File: src/rtl/lift_pkg.sv
// Shared types and constants for the lift call scheduler.
package lift_pkg;

   typedef enum logic [2:0] {
      IDLE      = 3'd0,
      MOVE_UP   = 3'd1,
      MOVE_DOWN = 3'd2,
      DOOR      = 3'd3,
      FAULT     = 3'd4
   } lift_state_t;

   localparam logic DIR_UP   = 1'b1;
   localparam logic DIR_DOWN = 1'b0;

   localparam int NFLOORS_DEF = 8;

endpackage

File: src/rtl/lift_call_latch.sv
// Outstanding-call register with set/clear masking and above/below reductions.
module lift_call_latch
   import lift_pkg::*;
#(
   parameter int NFLOORS = NFLOORS_DEF,
   parameter int FLW     = $clog2(NFLOORS)
) (
   input  logic               clk,
   input  logic               rst,
   input  logic [NFLOORS-1:0] call_req,
   input  logic [FLW-1:0]     cur_floor,
   input  logic               ign_en,
   input  logic               clr_en,
   input  logic [FLW-1:0]     clr_idx,
   output logic [NFLOORS-1:0] pending,
   output logic               above,
   output logic               below,
   output logic               above_next,
   output logic               below_next
);

   logic [NFLOORS-1:0] set_mask;
   logic [NFLOORS-1:0] pending_nxt;
   int                 cf;

   // The door-entry clear is applied last so it beats a same-cycle call on that floor.
   always_comb begin
      set_mask = call_req;
      if (ign_en) set_mask[cur_floor] = 1'b0;
      pending_nxt = pending | set_mask;
      if (clr_en) pending_nxt[clr_idx] = 1'b0;
   end

   always_ff @(posedge clk) begin
      if (rst) pending <= '0;
      else     pending <= pending_nxt;
   end

   // above_next/below_next look past the floor the car is about to reach.
   always_comb begin
      cf         = int'(cur_floor);
      above      = 1'b0;
      below      = 1'b0;
      above_next = 1'b0;
      below_next = 1'b0;
      for (int i = 0; i < NFLOORS; i++) begin
         if (i > cf)     above      = above | pending[i];
         if (i < cf)     below      = below | pending[i];
         if (i > cf + 1) above_next = above_next | pending[i];
         if (i < cf - 1) below_next = below_next | pending[i];
      end
   end

endmodule

File: src/rtl/lift_call_scheduler.sv
// SCAN-ordered lift car sequencer with a movement watchdog and sticky fault.
module lift_call_scheduler
   import lift_pkg::*;
#(
   parameter int NFLOORS      = NFLOORS_DEF,
   parameter int MOVE_TIMEOUT = 64
) (
   input  logic                       clk,
   input  logic                       rst,
   input  logic [NFLOORS-1:0]         call_req,
   input  logic                       arrive,
   input  logic                       door_done,
   output logic                       move_up,
   output logic                       move_down,
   output logic                       door_open,
   output logic [$clog2(NFLOORS)-1:0] cur_floor,
   output logic [NFLOORS-1:0]         pending,
   output logic                       busy,
   output logic                       fault
);

   localparam int FLW = $clog2(NFLOORS);
   localparam int WDW = $clog2(MOVE_TIMEOUT + 1);
   localparam logic [FLW-1:0] TOP_FLOOR = FLW'(NFLOORS - 1);
   localparam logic [WDW-1:0] WD_LAST   = WDW'(MOVE_TIMEOUT - 1);

   lift_state_t    state, state_nxt;
   logic [FLW-1:0] floor_nxt;
   logic           dir_up, dir_nxt;
   logic [WDW-1:0] wdog;
   logic           above, below, above_next, below_next;
   logic           clr_en, ign_en;

   lift_call_latch #(.NFLOORS(NFLOORS), .FLW(FLW)) u_latch (
      .clk        (clk),
      .rst        (rst),
      .call_req   (call_req),
      .cur_floor  (cur_floor),
      .ign_en     (ign_en),
      .clr_en     (clr_en),
      .clr_idx    (floor_nxt),
      .pending    (pending),
      .above      (above),
      .below      (below),
      .above_next (above_next),
      .below_next (below_next)
   );

   // An arrive pulse beats a watchdog expiry in the same cycle.
   always_comb begin
      state_nxt = state;
      floor_nxt = cur_floor;
      dir_nxt   = dir_up;
      case (state)
         IDLE: begin
            if (pending[cur_floor]) begin
               state_nxt = DOOR;
            end else if (above && (dir_up || !below)) begin
               state_nxt = MOVE_UP;
               dir_nxt   = DIR_UP;
            end else if (below) begin
               state_nxt = MOVE_DOWN;
               dir_nxt   = DIR_DOWN;
            end
         end
         MOVE_UP: begin
            if (arrive) begin
               if (cur_floor == TOP_FLOOR) begin
                  state_nxt = IDLE;
               end else begin
                  floor_nxt = cur_floor + 1'b1;
                  if (pending[floor_nxt]) state_nxt = DOOR;
                  else if (above_next)    state_nxt = MOVE_UP;
                  else                    state_nxt = IDLE;
               end
            end else if (wdog == WD_LAST) begin
               state_nxt = FAULT;
            end
         end
         MOVE_DOWN: begin
            if (arrive) begin
               if (cur_floor == '0) begin
                  state_nxt = IDLE;
               end else begin
                  floor_nxt = cur_floor - 1'b1;
                  if (pending[floor_nxt]) state_nxt = DOOR;
                  else if (below_next)    state_nxt = MOVE_DOWN;
                  else                    state_nxt = IDLE;
               end
            end else if (wdog == WD_LAST) begin
               state_nxt = FAULT;
            end
         end
         DOOR: begin
            if (door_done) state_nxt = IDLE;
         end
         FAULT: state_nxt = FAULT;
         default: state_nxt = IDLE;
      endcase
      clr_en = (state_nxt == DOOR) && (state != DOOR);
      ign_en = (state == DOOR);
   end

   always_ff @(posedge clk) begin
      if (rst) begin
         state     <= IDLE;
         cur_floor <= '0;
         dir_up    <= DIR_UP;
         wdog      <= '0;
         move_up   <= 1'b0;
         move_down <= 1'b0;
         door_open <= 1'b0;
         busy      <= 1'b0;
         fault     <= 1'b0;
      end else begin
         state     <= state_nxt;
         cur_floor <= floor_nxt;
         dir_up    <= dir_nxt;
         if ((state == MOVE_UP || state == MOVE_DOWN) && state_nxt == state && !arrive)
            wdog <= wdog + 1'b1;
         else
            wdog <= '0;
         move_up   <= (state_nxt == MOVE_UP);
         move_down <= (state_nxt == MOVE_DOWN);
         door_open <= (state_nxt == DOOR);
         busy      <= (state_nxt != IDLE);
         fault     <= (state_nxt == FAULT);
      end
   end

endmodule

File: config.mk
export PLATFORM = sky130hd
export DESIGN_NAME = lift_call_scheduler
export DESIGN_NICKNAME = d
export VERILOG_FILES = /design/src/rtl/lift_pkg.sv /design/src/rtl/lift_call_latch.sv /design/src/rtl/lift_call_scheduler.sv
export SDC_FILE = /design/constraint.sdc
export NUM_CORES = 1
export LEC_CHECK = 0
export BUFFER_PORTS_ARGS = -buffer_cell sky130_fd_sc_hd__buf_2
export CORE_MARGIN = 8
export CORE_UTILIZATION = 50
export DETAILED_ROUTE_END_ITERATION = 8
export PLACE_DENSITY = 0.75
export SYNTH_ARGS = -nofsm -noshare
export SYNTH_HDL_FRONTEND = slang
export SYNTH_SLANG_ARGS = --single-unit
File: constraint.sdc
create_clock -name clk -period 3.75 [get_ports clk]
set_clock_uncertainty 0.15 [all_clocks]
set_input_delay 0 -clock clk [delete_from_list [all_inputs] [get_ports clk]]
set_output_delay 0 -clock clk [all_outputs]
set_load 0.05 [all_outputs]
# Yosys cells after proc, flatten, opt, wreduce, memory -nomap -nowiden
# Cells that the tools add are included.
[totals]
inputBits = 12
elab_cells = 175
out_inout_bits = 16
regBits = 27
[classes]
n_bitwise = 33
order_cmp = 36
n_eq_ne = 12
n_mux = 63
n_reduce_logical = 16
add_sub_neg = 5
[op_table]
columns = ["op", "n"]
rows = [
  ["$gt A4 B32 Y1 const A", 4],
  ["$lt A4 B32 Y1 const A", 4],
  ["$gt A3 B32 Y1 const A", 2],
  ["$lt A3 B32 Y1 const A", 2],
  ["$mux W1", 38],
  ["$mux W3", 11],
  ["$gt A1 B32 Y1 const A", 1],
  ["$gt A2 B32 Y1 const A", 1],
  ["$lt A1 B32 Y1 const A", 1],
  ["$lt A2 B32 Y1 const A", 1],
  ["$or A1 B1 Y1", 26],
  ["$and A8 B8 Y8", 2],
  ["$lt A3 B4 Y1 const B", 4],
  ["$mux W8", 2],
  ["$not A8 Y8", 2],
  ["$pmux W3 S5", 1],
  ["$eq A3 B2 Y1 const B", 4],
  ["$gt A3 B3 Y1 const A", 4],
  ["$mux W2", 5],
  ["$bmux W1 S3", 3],
  ["$eq A3 B3 Y1 const B", 3],
  ["$lt A3 B3 Y1 const A", 3],
  ["$or A8 B8 Y8", 1],
  ["$add A7 B1 Y7 const B", 1],
  ["other kinds (24)", 39],
]

# Logic depth before layout (Yosys ltp)
[depth]
ltp_word = 27
depth_mapped = 11
mapped_depth_nobuf = 9

# Cells and area by module
# Synthesis repeated with hierarchy kept, for this count alone.
[hier_totals]
hier_cells = 234
area_unflattened_um2 = 2026.9
[by_module_without_submodules]
columns = ["module", "cells_per_inst", "area_per_inst_um2", "n_inst"]
rows = [
  ["lift_call_scheduler", 132, 1251.2, 1],
  ["lift_call_latch", 102, 775.7, 1],
]

# Worst setup path after synthesis
# Ideal clock, no wire load.
[synth_timing]
path_kind = "register to register"
from = "register cur_floor[1]"
to = "register state[0]"
path_slack_ns = 0.573
stages_incl_launch_ff = 11
setup_time_ns = 0.115
arrival_ns = 2.913
synth_period_minus_slack_ns = 3.177
n_path_buf = 2
cell_sequence = "dfxtp_1 > inv_1 > ha_1 > buf_6 > mux4_2 > mux2i_4 > a31o_1 > a31oi_1 > a211o_1 > buf_6 > and2_1"
[synth_via]
elab_chain_len = 22
elab_cells_between_ends = 88
[synth_rtl]
columns = ["element", "line_no", "rtl"]
rows = [
  ["start: declaration", "lift_call_scheduler.sv:16", "output logic [$clog2(NFLOORS)-1:0] cur_floor,"],
  ["start signal: assignment", "lift_call_scheduler.sv:117", "cur_floor <= floor_nxt;"],
  ["$add A3 B1 Y4", "lift_call_latch.sv:49", "if (i > cf + 1) above_next = above_next | pending[i];"],
  ["$gt A1 B32 Y1", "lift_call_latch.sv:49", ""],
  ["$mux W1", "lift_call_latch.sv:49", ""],
  ["$or A1 B1 Y1", "lift_call_latch.sv:49", ""],
  ["$mux W1", "lift_call_latch.sv:49", ""],
  ["$or A1 B1 Y1", "lift_call_latch.sv:49", ""],
  ["$mux W1", "lift_call_latch.sv:49", ""],
  ["$or A1 B1 Y1", "lift_call_latch.sv:49", ""],
  ["[6 not listed]", "n/a", ""],
  ["$mux W1", "lift_call_latch.sv:49", ""],
  ["$or A1 B1 Y1", "lift_call_latch.sv:49", ""],
  ["$mux W1", "lift_call_latch.sv:49", ""],
  ["$mux W1", "lift_call_scheduler.sv:73", "else if (above_next) state_nxt = MOVE_UP;"],
  ["$mux W2", "lift_call_scheduler.sv:72", "if (pending[floor_nxt]) state_nxt = DOOR;"],
  ["$mux W2", "lift_call_scheduler.sv:68", "if (cur_floor == TOP_FLOOR) begin"],
  ["$mux W3", "lift_call_scheduler.sv:67", "if (arrive) begin"],
  ["$pmux W3 S5 (*)", "lift_call_scheduler.sv:54", "case (state)"],
  ["end signal: assignment", "lift_call_scheduler.sv:116", "state <= state_nxt;"],
  ["end: declaration", "lift_call_scheduler.sv:27", "lift_state_t state, state_nxt;"],
]
# Every way passes the cells marked *; elsewhere a longest branch is shown, timed or not. The select of a mux whose other input is x is not followed.
# A chain may end at the register's enable or synchronous reset.

# Final worst setup path
[layout_timing]
from = "register cur_floor[0]"
to = "register u_latch.pending[5]"
[layout_via]
elab_chain_len = 25
elab_cells_between_ends = 137
[layout_rtl]
columns = ["element", "line_no", "rtl"]
rows = [
  ["$add A3 B1 Y4 or $sub A3 B1 Y4 (tied branches)", "lift_call_latch.sv:49, lift_call_latch.sv:50", ""],
  ["$gt A1 B32 Y1 or $lt A1 B32 Y1 (tied branches)", "lift_call_latch.sv:49, lift_call_latch.sv:50", ""],
  ["$mux W1, on equally long branches", "lift_call_latch.sv:49, lift_call_latch.sv:50", ""],
  ["$or A1 B1 Y1, on equally long branches", "lift_call_latch.sv:49, lift_call_latch.sv:50", ""],
  ["$mux W1, on equally long branches", "lift_call_latch.sv:49, lift_call_latch.sv:50", ""],
  ["$or A1 B1 Y1, on equally long branches", "lift_call_latch.sv:49, lift_call_latch.sv:50", ""],
  ["$mux W1, on equally long branches", "lift_call_latch.sv:49, lift_call_latch.sv:50", ""],
  ["$or A1 B1 Y1, on equally long branches", "lift_call_latch.sv:49, lift_call_latch.sv:50", ""],
  ["[9 not listed]", "n/a", ""],
  ["$mux W1 or $mux W2 (tied branches)", "lift_call_scheduler.sv:73, lift_call_scheduler.sv:87", ""],
  ["$mux W2, on equally long branches", "lift_call_scheduler.sv:72, lift_call_scheduler.sv:86", ""],
  ["$mux W2, on equally long branches", "lift_call_scheduler.sv:68, lift_call_scheduler.sv:82", ""],
  ["$mux W3, on equally long branches", "lift_call_scheduler.sv:67, lift_call_scheduler.sv:81", ""],
  ["$pmux W3 S5", "lift_call_scheduler.sv:54", ""],
  ["$eq A3 B2 Y1", "lift_call_scheduler.sv:100", "clr_en = (state_nxt == DOOR) && (state != DOOR);"],
  ["$logic_and A1 B1 Y1", "lift_call_scheduler.sv:100", ""],
  ["$mux W8 (*)", "lift_call_latch.sv:31", "if (clr_en) pending_nxt[clr_idx] = 1'b0;"],
  ["end signal: assignment", "lift_call_latch.sv:36", "else pending <= pending_nxt;"],
  ["end: declaration", "lift_call_latch.sv:15", "output logic [NFLOORS-1:0] pending,"],
]
# Marked as above.

==> impl_metrics.json <==
{
  "outcome": "complete, no violations",
  "end_kind": "flop",
  "htree_num_levels": 1,
  "synth_fp_nets": 276,
  "yosys.area.top_type": "dfxtp_1",
  "synth_area_per_cell_um2": 8.361,
  "yosys_warnings": 0,
  "finalMaxSlewViolations": 0,
  "stdcell_count": 333,
  "ys_async_sr_fraction_pct": 0,
  "synth_top_area_share_pct": 25.65,
  "crit_arrival_ps": 3520,
  "ir_worst_vdd_mv": 0.2757,
  "hold_violations": 0,
  "synthDistinctLibCells": 61,
  "grt_start_max_net_pins": 23,
  "drive_above_1_share_pct": 18.02,
  "r2r_slack_ps": 310,
  "start_util_pct": 52.30,
  "fmax_ghz": 0.2906,
  "ant_nets": 0,
  "syn_inst": 252,
  "final.setup.tns_ps": 0,
  "cp-start-kind": "flop",
  "reg2reg_from": "cur_floor[0]",
  "die_h_um": 80.92,
  "multi_input_area_um2": 1431,
  "antenna_found_initial": 0,
  "postCtsSetupBuffers": 0,
  "grt_pass1_vias": 2069,
  "coreArea_um2": 4029,
  "syn-cell-area_um2": 2107,
  "clockBufferDepth": 2,
  "port_buffers": 27,
  "timing.rr.end": "u_latch.pending[5]",
  "dp_hpwl_mm": 4.555,
  "cp.required_ps": 3830,
  "final_net_count": 308,
  "setup_viol": 0,
  "synth.most_common_cell": "dfxtp_1",
  "clock_latency_ps": 280,
  "vias_per_cell": 6.408,
  "ys.flop_type": "dfxtp_1",
  "clk_pin_slew_ps": 100,
  "p_per_area_nw_per_um2": 640.4,
  "ys_seq_area_share_pct": 25.65,
  "rsz0062_at_grt": "no",
  "synthTopCellsByArea": "dfxtp_1, ha_1, a311oi_2",
  "globalRoute.totalOverflow": 0,
  "die_w_um": 80.92,
  "netlist_top_cells_count": "dfxtp_1, nor2_1, a21oi_1",
  "drt-wirelength-per-cell_um": 18.67,
  "hold_start": "call_req[0]",
  "min_path_type": "in2reg",
  "post-route-drc-count": 0,
  "tightest_slew_ps": 552.3,
  "rows": 23,
  "worstRegToRegCells": 10,
  "cts_sinks": 27,
  "cts-buffers-inserted": 3,
  "min_path_cells": 4,
  "fillers": 360,
  "drt-initial-drc-count": 205,
  "die_area_um2": 6547,
  "drt-total-wl_mm": 6.216,
  "num_vias": 2134,
  "cp_max_fo": 22,
  "grt_use_total_pct": 19.68,
  "crit_type": "reg2reg",
  "grt_pass1_wl_mm": 10.20,
  "first_pass_iters": 5,
  "tritoncts": "yes",
  "place_congestion": 0.9537,
  "maxCapViolations": 0,
  "synth_edf_count": 0,
  "area_growth_pct": 14.37,
  "slew_headroom_pct": 63.10,
  "finalCriticalPeriod_ps": 3441,
  "period_share_pct": 91.77,
  "root_buffer": "clkbuf_8",
  "min_to": "u_latch.pending[0]",
  "dp.cells": 317,
  "seqCellArea_um2": 540.5,
  "n_antenna_cell": 0,
  "io_pins": 28,
  "ys_ff_latch": 27,
  "leakagePower_nw": 0.9375
}
[how the worst max path moves through the flow]
stage                  from            endpoint  slack, ps  cells past startpoint
6_report       cur_floor[0]  u_latch.pending[5]        310                     10
5_1_grt        cur_floor[0]  u_latch.pending[5]         70                     10
4_1_cts        cur_floor[0]  u_latch.pending[1]        330                     10
3_5_place_dp   cur_floor[0]                busy        750                      9
3_3_place_gp   cur_floor[0]                busy        830                      9
2_1_floorplan  cur_floor[1]            state[0]        570                     10
[metrics by stage]
step | hold WS (ps) | setup slack (ps) | instance area [um2] | total power [W] | utilization (%)
finish | 17.42 | 308.5 | 2410 | 0.001543 | 59.81
detailed placement | 209.3 | 746.8 | 2245 | 0.001349 | 55.71
global route | 65.51 | 74.51 | 2410 | 0.001638 | 59.81
global placement | 209.8 | 827.4 | 2245 | 0.001339 | 55.71
floorplan | 49.66 | 572.5 | 2107 | 0.001167 | -
CTS | 1.906 | 332.8 | 2410 | 0.001527 | 59.81
[logic make-up after synthesis]
group | share of synthesized area, %
AND/OR/NAND/NOR | 25.89
AO/OA/AOI/OAI | 25.42
flip-flops | 25.65
multiplexers | 7.423
adder cells (fa/ha/maj) | 7.126
XOR/XNOR | 2.079
buffers and inverters | 6.414
[critical path, cell delays in order (launching register included)]
cell and delay, ps:
dfxtp_1 330, buf_4 210, ha_1 250, ha_1 400
mux4_1 370, mux2i_4 180, a31o_1 160, a31oi_1 40
a211o_1 450, a311oi_2 270, dlygate4sd3_1 570
[metal layers]
| metal | up-vias | global-route usage (%) | part of all wire, % | routed length [um] |
|---|---|---|---|---|
| met3 | 16 | 4.305 | 6.7 | 416 |
| li1 | 1007 | - | - | - |
| met4 | 0 | 9.286 | 3.1 | 192 |
| met5 | - | 0 | 0 | 0 |
| met2 | 84 | 31.76 | 46 | 2880 |
| met1 | 1027 | 24.40 | 44 | 2727 |
[what timing repair did]
item | CTS | global route
endpoints found under the hold margin | 12 | 0
resized for setup | 0 | 0
hold buffers | 12 | 0
[flip-flops by register name (all words and copies together) (netlist names)]
register         count
busy                 1
cur_floor            3
dir_up               1
door_open            1
fault                1
move_down            1
move_up              1
state                3
u_latch.pending      8
wdog                 7
[area by class of cell]
type / count / share of cell area, %
Multi-Input combinational cell: 198 / 59.40
Sequential cell: 27 / 22.43
Timing Repair Buffer: 44 / 12.15
Tap cell: 50 / 2.596
Clock buffer: 4 / 1.869
Inverter: 10 / 1.558
[power by group]
part	switching [W]	internal [W]
Sequential	0.0000684	0.000336
Combinational	0.000627	0.000344
Clock	0.0000920	0.0000763
Total	0.000787	0.000756
[placed cells by master (no fill, tap or decap), drive strengths merged, types with 10 or more instances in the layout]
cell / count
nand3: 14
nor2: 20
nand2: 17
ha: 12
buf: 32
inv: 10
dfxtp: 27
o21ai: 11
nand2b: 11
dlygate4sd3: 12
a21oi: 19
Power figures use the tool's default switching activity.
